===== config.mk =====
export PLATFORM = sky130hd
export DESIGN_NAME = hazard_ctrl
export DESIGN_NICKNAME = d
export VERILOG_FILES = /design/src/rtl/hazard_ctrl.sv
export SDC_FILE = /design/constraint.sdc
export NUM_CORES = 1
export LEC_CHECK = 0
export ABC_AREA = 0
export BUFFER_PORTS_ARGS = -buffer_cell sky130_fd_sc_hd__buf_2
export CORE_MARGIN = 2
export CORE_UTILIZATION = 35
export DETAILED_ROUTE_END_ITERATION = 10
export PLACE_DENSITY = 0.86
export SETUP_SLACK_MARGIN = 0.02
export SLEW_MARGIN = 20
export SYNTH_ARGS = -nofsm -noshare
export SYNTH_HDL_FRONTEND = slang
export SYNTH_SLANG_ARGS = --single-unit

===== constraint.sdc =====
create_clock -name CLK -period 1.29 [get_ports CLK]
set_input_delay 0.129 -clock CLK [delete_from_list [all_inputs] [get_ports CLK]]
set_output_delay 0.129 -clock CLK [all_outputs]
set_load 0.03 [all_outputs]

===== src/rtl/hazard_ctrl.sv =====
// ---------------------------------------------------------------------------
// hazard_ctrl
// Hazard unit for a five-stage pipeline (Fetch, Decode, Execute, Memory,
// Writeback). It drives the Execute operand forwarding selects, the
// pipeline-register stalls and the bubble (flush) inserts. It also runs a
// small FSM that covers multi-cycle data-memory waits and the extra
// Decode flush that follows a taken branch.
//
// Configuration macro: HAZARD_FORWARDING_EN
//   defined   : ForwardAE/ForwardBE select M- or W-stage results, and only
//               loads in Execute cause a load-use stall.
//   undefined : ForwardAE/ForwardBE are tied to 00, and every RAW match of a
//               Decode source against a writing E or M stage (register 15
//               excluded) stalls like a load-use hazard.
//
// Ports
//   CLK                    clock, all state changes on its rising edge
//   RESET                  asynchronous, active-low reset
//   Ra1D, Ra2D             Decode source registers
//   Ra1E, Ra2E             Execute source registers
//   WA3E, WA3M, WA3W       destination registers in Execute, Memory, Writeback
//   RegWriteE/M/W          register write enables per stage
//   MemtoRegE              Execute holds a load
//   BranchTakenE           taken branch / PC write resolved in Execute
//   MemReqM, MemReady      data-memory access pending in Memory / completion
//   ForwardAE, ForwardBE   00 = register file, 01 = ResultW, 10 = ALUResultM
//   StallF/D/E/M           pipeline register holds
//   FlushD, FlushE         bubble inserts into Decode / Execute
//   StateOut               RUN = 00, MEMWAIT = 01, BRFLUSH = 10
// ---------------------------------------------------------------------------
module hazard_ctrl (
    input  logic       CLK,
    input  logic       RESET,
    input  logic [3:0] Ra1D,
    input  logic [3:0] Ra2D,
    input  logic [3:0] Ra1E,
    input  logic [3:0] Ra2E,
    input  logic [3:0] WA3E,
    input  logic [3:0] WA3M,
    input  logic [3:0] WA3W,
    input  logic       RegWriteE,
    input  logic       RegWriteM,
    input  logic       RegWriteW,
    input  logic       MemtoRegE,
    input  logic       BranchTakenE,
    input  logic       MemReqM,
    input  logic       MemReady,
    output logic [1:0] ForwardAE,
    output logic [1:0] ForwardBE,
    output logic       StallF,
    output logic       StallD,
    output logic       StallE,
    output logic       StallM,
    output logic       FlushD,
    output logic       FlushE,
    output logic [1:0] StateOut
);

    typedef enum logic [1:0] {
        RUN     = 2'b00,
        MEMWAIT = 2'b01,
        BRFLUSH = 2'b10
    } stateT;

    stateT state;
    stateT nextState;
    logic branchPending;
    logic nextBranchPending;

    logic [1:0] forwardA;
    logic [1:0] forwardB;
    logic loadUse;
    logic memStall;
    logic stallFc, stallDc, stallEc, stallMc, flushDc, flushEc;

    logic matchE;
    logic matchM;

    // Decode sources that the instructions in Execute / Memory will write.
    assign matchE = (WA3E == Ra1D) || (WA3E == Ra2D);
    assign matchM = (WA3M == Ra1D) || (WA3M == Ra2D);

    assign memStall = MemReqM && !MemReady;

`ifdef HAZARD_FORWARDING_EN
    // Operand selects for Execute: the Memory-stage result is newer than
    // the Writeback result, so it wins when both match. R15 is the PC and
    // is never forwarded.
    always_comb begin
        forwardA = 2'b00;
        forwardB = 2'b00;
        if (RegWriteM && (WA3M == Ra1E) && (WA3M != 4'd15))
            forwardA = 2'b10;
        else if (RegWriteW && (WA3W == Ra1E) && (WA3W != 4'd15))
            forwardA = 2'b01;
        if (RegWriteM && (WA3M == Ra2E) && (WA3M != 4'd15))
            forwardB = 2'b10;
        else if (RegWriteW && (WA3W == Ra2E) && (WA3W != 4'd15))
            forwardB = 2'b01;
    end

    // With forwarding, only a load in Execute is too late to forward.
    assign loadUse = MemtoRegE && matchE;
`else
    assign forwardA = 2'b00;
    assign forwardB = 2'b00;

    // Without forwarding, any pending write to a Decode source must drain
    // before Decode may read the register file.
    assign loadUse = (MemtoRegE && matchE)
                   || (RegWriteE && (WA3E != 4'd15) && matchE)
                   || (RegWriteM && (WA3M != 4'd15) && matchM);

    logic unusedFwdInputs;
    assign unusedFwdInputs = ^{Ra1E, Ra2E, WA3W, RegWriteW};
`endif

    // State register. branchPending remembers a taken branch that was
    // blocked by a memory wait, so it is acted on once after release even
    // though the branch has left Execute by then.
    always_ff @(posedge CLK or negedge RESET) begin
        if (!RESET) begin
            state         <= RUN;
            branchPending <= 1'b0;
        end else begin
            state         <= nextState;
            branchPending <= nextBranchPending;
        end
    end

    // Next state and stall/flush generation. Priority in RUN is memory
    // stall, then branch, then load-use; a load-use coincident with a
    // branch is dropped because the Decode instruction is squashed.
    always_comb begin
        nextState         = state;
        nextBranchPending = branchPending;
        stallFc           = 1'b0;
        stallDc           = 1'b0;
        stallEc           = 1'b0;
        stallMc           = 1'b0;
        flushDc           = 1'b0;
        flushEc           = 1'b0;
        case (state)
            RUN: begin
                if (memStall) begin
                    {stallFc, stallDc, stallEc, stallMc} = 4'b1111;
                    nextState = MEMWAIT;
                    if (BranchTakenE)
                        nextBranchPending = 1'b1;
                end else if (BranchTakenE || branchPending) begin
                    flushDc           = 1'b1;
                    flushEc           = 1'b1;
                    nextState         = BRFLUSH;
                    nextBranchPending = 1'b0;
                end else if (loadUse) begin
                    stallFc = 1'b1;
                    stallDc = 1'b1;
                    flushEc = 1'b1;
                end
            end
            MEMWAIT: begin
                if (BranchTakenE)
                    nextBranchPending = 1'b1;
                if (MemReady)
                    nextState = RUN;
                else
                    {stallFc, stallDc, stallEc, stallMc} = 4'b1111;
            end
            BRFLUSH: begin
                // A memory wait here still bubbles Decode (wrong-path
                // instruction) while holding everything else.
                if (memStall) begin
                    stallFc = 1'b1;
                    stallEc = 1'b1;
                    stallMc = 1'b1;
                    flushDc = 1'b1;
                    nextState = MEMWAIT;
                    if (BranchTakenE)
                        nextBranchPending = 1'b1;
                end else if (BranchTakenE) begin
                    flushDc           = 1'b1;
                    flushEc           = 1'b1;
                    nextBranchPending = 1'b0;
                end else begin
                    flushDc   = 1'b1;
                    nextState = RUN;
                end
            end
            default: begin
                nextState         = RUN;
                nextBranchPending = 1'b0;
            end
        endcase
    end

    // Outputs are forced to their idle values while RESET is low, without
    // waiting for a clock edge.
    assign ForwardAE = RESET ? forwardA : 2'b00;
    assign ForwardBE = RESET ? forwardB : 2'b00;
    assign StallF    = RESET & stallFc;
    assign StallD    = RESET & stallDc;
    assign StallE    = RESET & stallEc;
    assign StallM    = RESET & stallMc;
    assign FlushD    = RESET & flushDc;
    assign FlushE    = RESET & flushEc;
    assign StateOut  = RESET ? state : 2'b00;

endmodule


Yosys cells after proc, flatten, opt, wreduce, memory -nomap -nowiden
Index checks and enable logic that the tools add are counted.
- RAM bits: 0
- register bits after elaboration: 3
- input bits: 37
- latch bits: 0
- output and inout bits: 12
- memories: 0
- memory bits (read-only): 0
- add/sub/neg operators: 0
- reductions and logical operators: 16
- divide/modulo/power cells: 0
- multipliers: 0
- shift operators: 0
- equality and inequality tests: 12
- bitwise operators: 5
- muxes and demuxes: 29
- $lt $le $gt $ge: 0
- operators with widths (kind ; number):
    $eq A4 B4 Y1 ; 4
    $mux W1 ; 16
    $mux W2 ; 6
    $ne A3 B3 Y1 const B ; 3
    $ne A4 B4 Y1 const B ; 2
    $pmux W1 S2 ; 4
    $logic_and A1 B1 Y1 ; 6
    $pmux W1 S3 ; 2
    $pmux W2 S3 ; 1
    $and A1 B1 Y1 ; 5
    $logic_or A1 B1 Y1 ; 5
    $reduce_and A3 Y1 ; 1
    $eq A2 B1 Y1 const B ; 1
    $eq A2 B2 Y1 const B ; 1
    $logic_not A2 Y1 ; 1
    $ne A2 B2 Y1 const B ; 1
    $reduce_and A2 Y1 ; 1
    $reduce_or A2 Y1 ; 1
    $logic_not A1 Y1 ; 1

Longest topological paths before layout
Gate-level depths: netlist (run 1).
- word-level depth: 10
- gate-level depth with buffers: 6
- gate-level depth less buffers: 5

Least setup slack after synthesis (run 1)
OpenSTA, ideal clock, no wires.
- path type: flip-flop to output port
- from: register state[0]
- to: output StallM
- data required time: 1.161 ns
- stages on the path, launching flop included: 5
- slack: -0.193 ns
- arrival time: 1.354 ns
- cell sequence: dfrtp_1 -> clkbuf_2 -> mux2i_1 -> nor2_1 -> buf_4
- cells in the longest elaborated chain, start to end: 4
- ends and longest elaborated chain (what ; line ; RTL):
    start: declaration ; 65 ; stateT state;
    start signal: assignment ; 126 ; state <= nextState;
    $eq A2 B2 Y1 or $logic_not A2 Y1 (tied branches) ; - ;
    $reduce_or A2 Y1 (no source line) ; - ;
    $pmux W1 S2 (*) ; - ;
    $and A1 B1 Y1 (*) ; - ;
    end: declaration ; 53 ; output logic StallM,
Every way passes the cells marked *; elsewhere a longest branch is shown, timed or not.

Worst setup path in the final report (run 1)
- from: register state[0]
- to: output StallD
- cells in the longest elaborated chain, start to end: 3
- ends and longest elaborated chain (what ; line ; RTL):
    $eq A2 B1 Y1 or $logic_not A2 Y1 (tied branches) ; 143 ; case (state)
    $pmux W1 S2 (*) ; 143 ;
    $and A1 B1 Y1 (*) ; 201 ; assign StallD = RESET & stallDc;
    end: declaration ; 51 ; output logic StallD,
Marked as above.

==> results.sh, run 1 <==
export IMPL_outcome="complete, but fails checks"
export IMPL_violations="setup timing"
export IMPL_worstHoldPathType="in2reg"
export IMPL_fp_dieW_um=41.86
export IMPL_area_delta_synth_final_pct=92.27
export IMPL_worst_path_buf_inv=1
export IMPL_ys_warn_count=0
export IMPL_cts_buffer_depth=2
export IMPL_reg2reg_from="state[0]$_DFFE_PN0P_"
export IMPL_place_gp_congestion=0.7502
export IMPL_place_port_buffers=31
export IMPL_tns_ps=-668.7
export IMPL_drt_initial_drc_count=2
export IMPL_cpMostUsedCell="nand2_2"
export IMPL_dp_hpwl_um=1108
export IMPL_ant_nets=0
export IMPL_cts_root_buf="clkbuf_4"
export IMPL_antenna_cells=0
export IMPL_fin_crit_sh_pct=113.5
export IMPL_drv_slew=0
export IMPL_critPathSlowestCell="dfrtp_2"
export IMPL_coreArea_um2=1318
export IMPL_synth_top_area_share_pct=27.93
export IMPL_critPathMaxStageDelay_ps=460
export IMPL_clk_latency_ps=240
export IMPL_dieHeight_um=41.86
export IMPL_power_density_nw_per_um2=727.2
export IMPL_final_min_clock_period_ps=1464
export IMPL_grt_total_usage_pct=19.10
export IMPL_yosysUniqueCellTypes=21
export IMPL_drt_total_wl_um=1588
export IMPL_criticalPathCategory="reg2out"
export IMPL_rsz0062_at_grt="true"
export IMPL_cp_max_fo=7
export IMPL_cpLargestDelayFamily="flip-flops"
export IMPL_drc=0
export IMPL_num_vias=625
export IMPL_drv_cap=0
export IMPL_setup_viol=6
export IMPL_cp_required_ps=1160
export IMPL_start_util_pct=38.08
export IMPL_clk_pin_slew_ps=50
export IMPL_reg2regPathDepth=4
export IMPL_io_pins=49
export IMPL_min_from="MemReady"
export IMPL_crit_path_start="state[0]$_DFFE_PN0P_"
export IMPL_syn_area_per_cell_um2=7.489
export IMPL_ir_drop_uv=344.1
export IMPL_grt_overflow=0
export IMPL_setup_ws_ps=-173.6
export IMPL_cp_end_kind="primary output"
export IMPL_yosys_area_top_type="xnor2_1"
export IMPL_synth_area_um2=501.7
export IMPL_syn_inst=67
export IMPL_synth_seq_cells=3
export IMPL_max_freq_ghz=0.6833
export IMPL_firstDrtPassIters=3
export IMPL_p_leak_nw=0.4515
export IMPL_drive_gt1_share_pct=63.21
export IMPL_grt_pass1_wl_um=2635
export IMPL_critPathArrivalTime_ps=1330
export IMPL_cp_num_cells=4
export IMPL_antenna_found_initial=0
export IMPL_skew_ps=7.868
export IMPL_holdPathStages=2
export IMPL_hold_viol_final=0
export IMPL_cts_buffers_inserted=3
export IMPL_seq_area_frac_synth_pct=14.96
export IMPL_cts_tree="done"
export IMPL_cts_sinks=3
export IMPL_num_nets_final=144
export IMPL_via_per_inst=5.165
export IMPL_crit_chain="nand2_2 -> nand2_2 -> o41ai_4 -> buf_6"
export IMPL_htreeDepth=1
export IMPL_placementRows=13
export IMPL_fp_dieArea_um2=1752
export IMPL_ys_top_cells_by_area="xnor2_1, dfrtp_1, buf_4"
export IMPL_start_kind="flop"
export IMPL_grt_max_degree=9
export IMPL_grt_pass1_vias=677
export IMPL_wl_per_cell_um=13.12
export IMPL_place_ws_ps=-203.3
export IMPL_fill_cells=104
[per-layer routing]
| layer | part of all wire, % | global-route usage [%] | vias up | routed length [um] |
|---|---|---|---|---|
| li1 | - | - | 302 | - |
| met1 | 33 | 19.21 | 282 | 529 |
| met2 | 57 | 37.19 | 35 | 899 |
| met3 | 7.3 | 2.174 | 6 | 116 |
| met4 | 2.6 | 10.32 | 0 | 42 |
| met5 | 0 | 0 | - | 0 |
[cell usage in the layout (no fill, tap or decap), drive strengths merged]
master and n:
a211oi 1, nand2b 3, dlygate4sd3 1, a21oi 6, o41ai 1, nand4 6, o22ai 1, dfrtp 3
buf 37, o211ai 1, nor2 6, clkbuf 4, mux2i 1, xnor2 16, nor2b 2, nand2 4
conb 4, o21ai 5, inv 2, and2 2
[area by class of cell]
type | instances | area, um2 | share of cell area [%]
clock buffer | 4 | 26.28 | 2.724
inverter | 2 | 7.507 | 0.7782
multi-input combinational | 59 | 528.0 | 54.73
sequential | 3 | 76.32 | 7.912
tap | 15 | 18.77 | 1.946
timing repair buffer | 38 | 307.8 | 31.91
[worst register-to-register path, stage by stage, from the launching register on]
cell and delay (ps):
dfrtp_2 460, buf_4 160, a21oi_1 110, nor2_1 50
a211oi_1 210
[flip-flops by register name, summed over array words and instances, names as in the netlist]
| name | cells |
|---|---|
| branchPending | 1 |
| state | 2 |
[through the flow]
stage / cells / area [um2] / total power, mW / util, % / hold WS [ps]
finish: 121 / 964.7 / 0.7015 / 73.22 / 110.1
global placement: 115 / 705.7 / 0.4128 / 53.56 / 87.31
floorplan: 70 / 536.8 / 0.3196 / - / -166.6
global route: 121 / 964.7 / 0.7454 / 73.22 / 117.8
CTS: 120 / 903.4 / 0.6650 / 68.57 / 107.6
detailed placement: 115 / 705.7 / 0.4214 / 53.56 / 87.28
[Yosys cell counts]
cell / n
a211oi_1: 1
a21oi_1: 4
a21oi_2: 2
and2_1: 2
buf_4: 5
clkbuf_2: 1
conb_1: 1
dfrtp_1: 3
inv_1: 2
mux2i_1: 1
nand2_1: 4
nand2b_1: 3
nand4_1: 6
nor2_1: 6
nor2b_1: 2
o211ai_1: 1
o21ai_0: 4
o21ai_2: 1
o22ai_1: 1
o41ai_2: 1
xnor2_1: 16
[worst paths after layout]
kind	slack (ps)	end
setup / recovery	-170	StallD
hold / removal	110	state[0]$_DFFE_PN0P_
setup reg to reg	210	branchPending$_DFFE_PN0P_
hold reg to reg	670	state[1]$_DFFE_PN0P_
max in group asynchronous	710	state[0]$_DFFE_PN0P_
min in group asynchronous	420	branchPending$_DFFE_PN0P_
[cells by family after synthesis]
| group | Yosys count | synth area share, % |
|---|---|---|
| flip-flops | 3 | 14.96 |
| AND/OR/NAND/NOR | 23 | 23.69 |
| XOR/XNOR | 16 | 27.93 |
| buffers and inverters | 8 | 9.975 |
| multiplexers | 1 | 1.995 |
| AO/OA/AOI/OAI | 15 | 20.70 |
| other | 1 | 0.7474 |
[power by group]
part | switching, mW | internal [mW]
clock network | 0.0578 | 0.117
registers | 0.0216 | 0.107
logic | 0.201 | 0.197
[timing repair]
action | CTS | global route
pin swaps | 12 | 6
setup buffers | 0 | 1
cloned | 0 | 0
gates resized for setup | 42 | 10
endpoints found under the setup margin | 6 | 6
hold buffers | 1 | 0
endpoints found under the hold margin | 3 | 0
Note: power is estimated with default switching activity, not from simulation.
==> inputs of run 2 (changes only) <==
SKIP_CTS_REPAIR_TIMING = 1   (was default)
clock period = 1.8 ns   (was 1.29 ns; I/O delays follow)
==> results.sh, run 2 (synthesis results as in run 1) <==
export IMPL_largest_register_ff_count=2
export IMPL_max_freq_ghz=0.6383
export IMPL_cp_end_kind="primary output"
export IMPL_place_gp_congestion=0.8160
export IMPL_firstDrtPassIters=2
export IMPL_grt_total_usage_pct=14.63
export IMPL_r2r_slack_ps=850
export IMPL_timing_rr_end="branchPending$_DFFE_PN0P_"
export IMPL_hold_ws_ps=159.8
export IMPL_antenna_cells=0
export IMPL_num_nets_final=138
export IMPL_io_pins=49
export IMPL_criticalPathCategory="in2out"
export IMPL_cp_endpoint="StallD"
export IMPL_grt_pass1_vias=534
export IMPL_clk_pin_slew_ps=40
export IMPL_cts_buffers_inserted=3
export IMPL_placementRows=13
export IMPL_cts_root_buf="clkbuf_4"
export IMPL_layout_commonest_cell="buf_2"
export IMPL_worstHoldPathType="in2reg"
export IMPL_cts_sinks=3
export IMPL_critPathSlowestCell="o41ai_2"
export IMPL_grt_overflow=0
export IMPL_top_regs="state x2, branchPending x1"
export IMPL_p_comb_share_pct=47.9
export IMPL_drv_slew=0
export IMPL_cts_buffer_depth=2
export IMPL_skew_ps=0.3366
export IMPL_drive_gt1_share_pct=38.00
export IMPL_critPathArrivalTime_ps=1390
export IMPL_fill_cells=134
export IMPL_seq_area_um2=75.07
export IMPL_drv_cap=0
export IMPL_cp_num_cells=7
export IMPL_placed_cells=110
export IMPL_ir_drop_uv=201.5
export IMPL_coreArea_um2=1318
export IMPL_cpLargestDelayFamily="compound AO/OA/AOI/OAI gates"
export IMPL_cp_max_fo=2
export IMPL_fp_dieW_um=41.86
export IMPL_p_sw_share_pct=39.83
export IMPL_tns_ps=0
export IMPL_drt_total_wl_um=1192
export IMPL_fin_crit_sh_pct=87.04
export IMPL_p_leak_nw=0.3188
export IMPL_drt_initial_drc_count=1
export IMPL_place_ws_ps=184.9
export IMPL_hold_viol_final=0
export IMPL_wl_per_cell_um=10.37
export IMPL_reg2reg_from="state[0]$_DFFE_PN0P_"
export IMPL_layout_common_cells="buf_2, xnor2_1, nand4_1, nor2_1"
export IMPL_start_kind="input port"
export IMPL_outcome="finished, final reports clean"
export IMPL_p_int_mw=0.2378
export IMPL_cp_required_ps=1620
export IMPL_pwr_share_seq_pct=22.4
export IMPL_setup_viol=0
export IMPL_multi_input_area_um2=387.9
export IMPL_drc=0
export IMPL_place_port_buffers=31
export IMPL_ant_nets=0
export IMPL_power_density_nw_per_um2=580.7
export IMPL_clk_latency_ps=230
export IMPL_area_delta_synth_final_pct=35.66
export IMPL_dp_hpwl_um=1032
export IMPL_final_min_clock_period_ps=1567
export IMPL_num_vias=558
export IMPL_finalPower_mw=0.3952
export IMPL_p_switching_mw=0.1574
export IMPL_stdcell_count=115
export IMPL_via_per_inst=4.852
export IMPL_critPathMaxStageDelay_ps=270
export IMPL_reg2regPathDepth=3
export IMPL_antenna_found_initial=0
export IMPL_pwr_share_clk_pct=29.7
export IMPL_cts_tree="done"
export IMPL_start_util_pct=38.08
export IMPL_fp_dieArea_um2=1752
export IMPL_worst_path_buf_inv=2
export IMPL_rsz0062_at_grt="false"
export IMPL_crit_path_start="Ra2D[2]"
export IMPL_grt_pass1_wl_um=2083
export IMPL_htreeDepth=1
export IMPL_cpMostUsedCell="buf_2"
export IMPL_crit_chain="buf_2 -> xnor2_1 -> nand4_1 -> a21oi_2 -> o21ai_2 -> o41ai_2 -> buf_2"
export IMPL_regMostFlops="state"
export IMPL_grt_max_degree=9
export IMPL_dieHeight_um=41.86
export IMPL_setup_ws_ps=233.3
## run 2: cell count changes in the layout (fill, tap and decap cells not counted), sizes merged
cell / before / now
buf: 37 / 31
## run 2: how the worst min path moves through the flow
| stage | start | to | slack (ps) | cells after the start |
|---|---|---|---|---|
| after floorplan | RESET | branchPending$_DFFE_PN0P_ | -120 | 0 |
| after global placement | RESET | branchPending$_DFFE_PN0P_ | 10 | 1 |
| after detailed placement | RESET | state[0]$_DFFE_PN0P_ | 20 | 1 |
| after CTS | RESET | state[0]$_DFFE_PN0P_ | -230 | 1 |
| after global routing | MemReady | state[0]$_DFFE_PN0P_ | 170 | 2 |
| final | MemReady | state[0]$_DFFE_PN0P_ | 160 | 2 |
## run 2: power by group through the flow
stage	registers, mW	clock network (mW)	logic [mW]
5_1_grt	0.0900	0.125	0.210
4_1_cts	0.0884	0.124	0.189
6_report	0.0884	0.117	0.189
3_5_place_dp	0.0885	0	0.189
2_1_floorplan	0.0832	0	0.136
3_3_place_gp	0.0889	0	0.184
## run 2: layout make-up
type                       instances  share of cell area, %
tap                               15                  2.757
inverter                           2                  1.103
clock buffer                       4                  3.860
multi-input combinational         59                  56.99
timing repair buffer              32                  24.26
sequential                         3                  11.03
## run 2: stage by stage
step / instance area (um2) / util [%]
after floorplan: 513.0 / -
after CTS: 670.6 / 50.90
after global placement: 644.4 / 48.91
final: 680.7 / 51.66
after detailed placement: 644.4 / 48.91
after global routing: 680.7 / 51.66
## run 2: per-layer routing
metal  GRT usage [%]  vias to the layer above  wire, um
met3          0.8696                        0        88
met1           17.62                      238       496
met2           26.56                       27       606
li1                -                      293         -
met5               0                        -         0
met4           5.806                        0         0
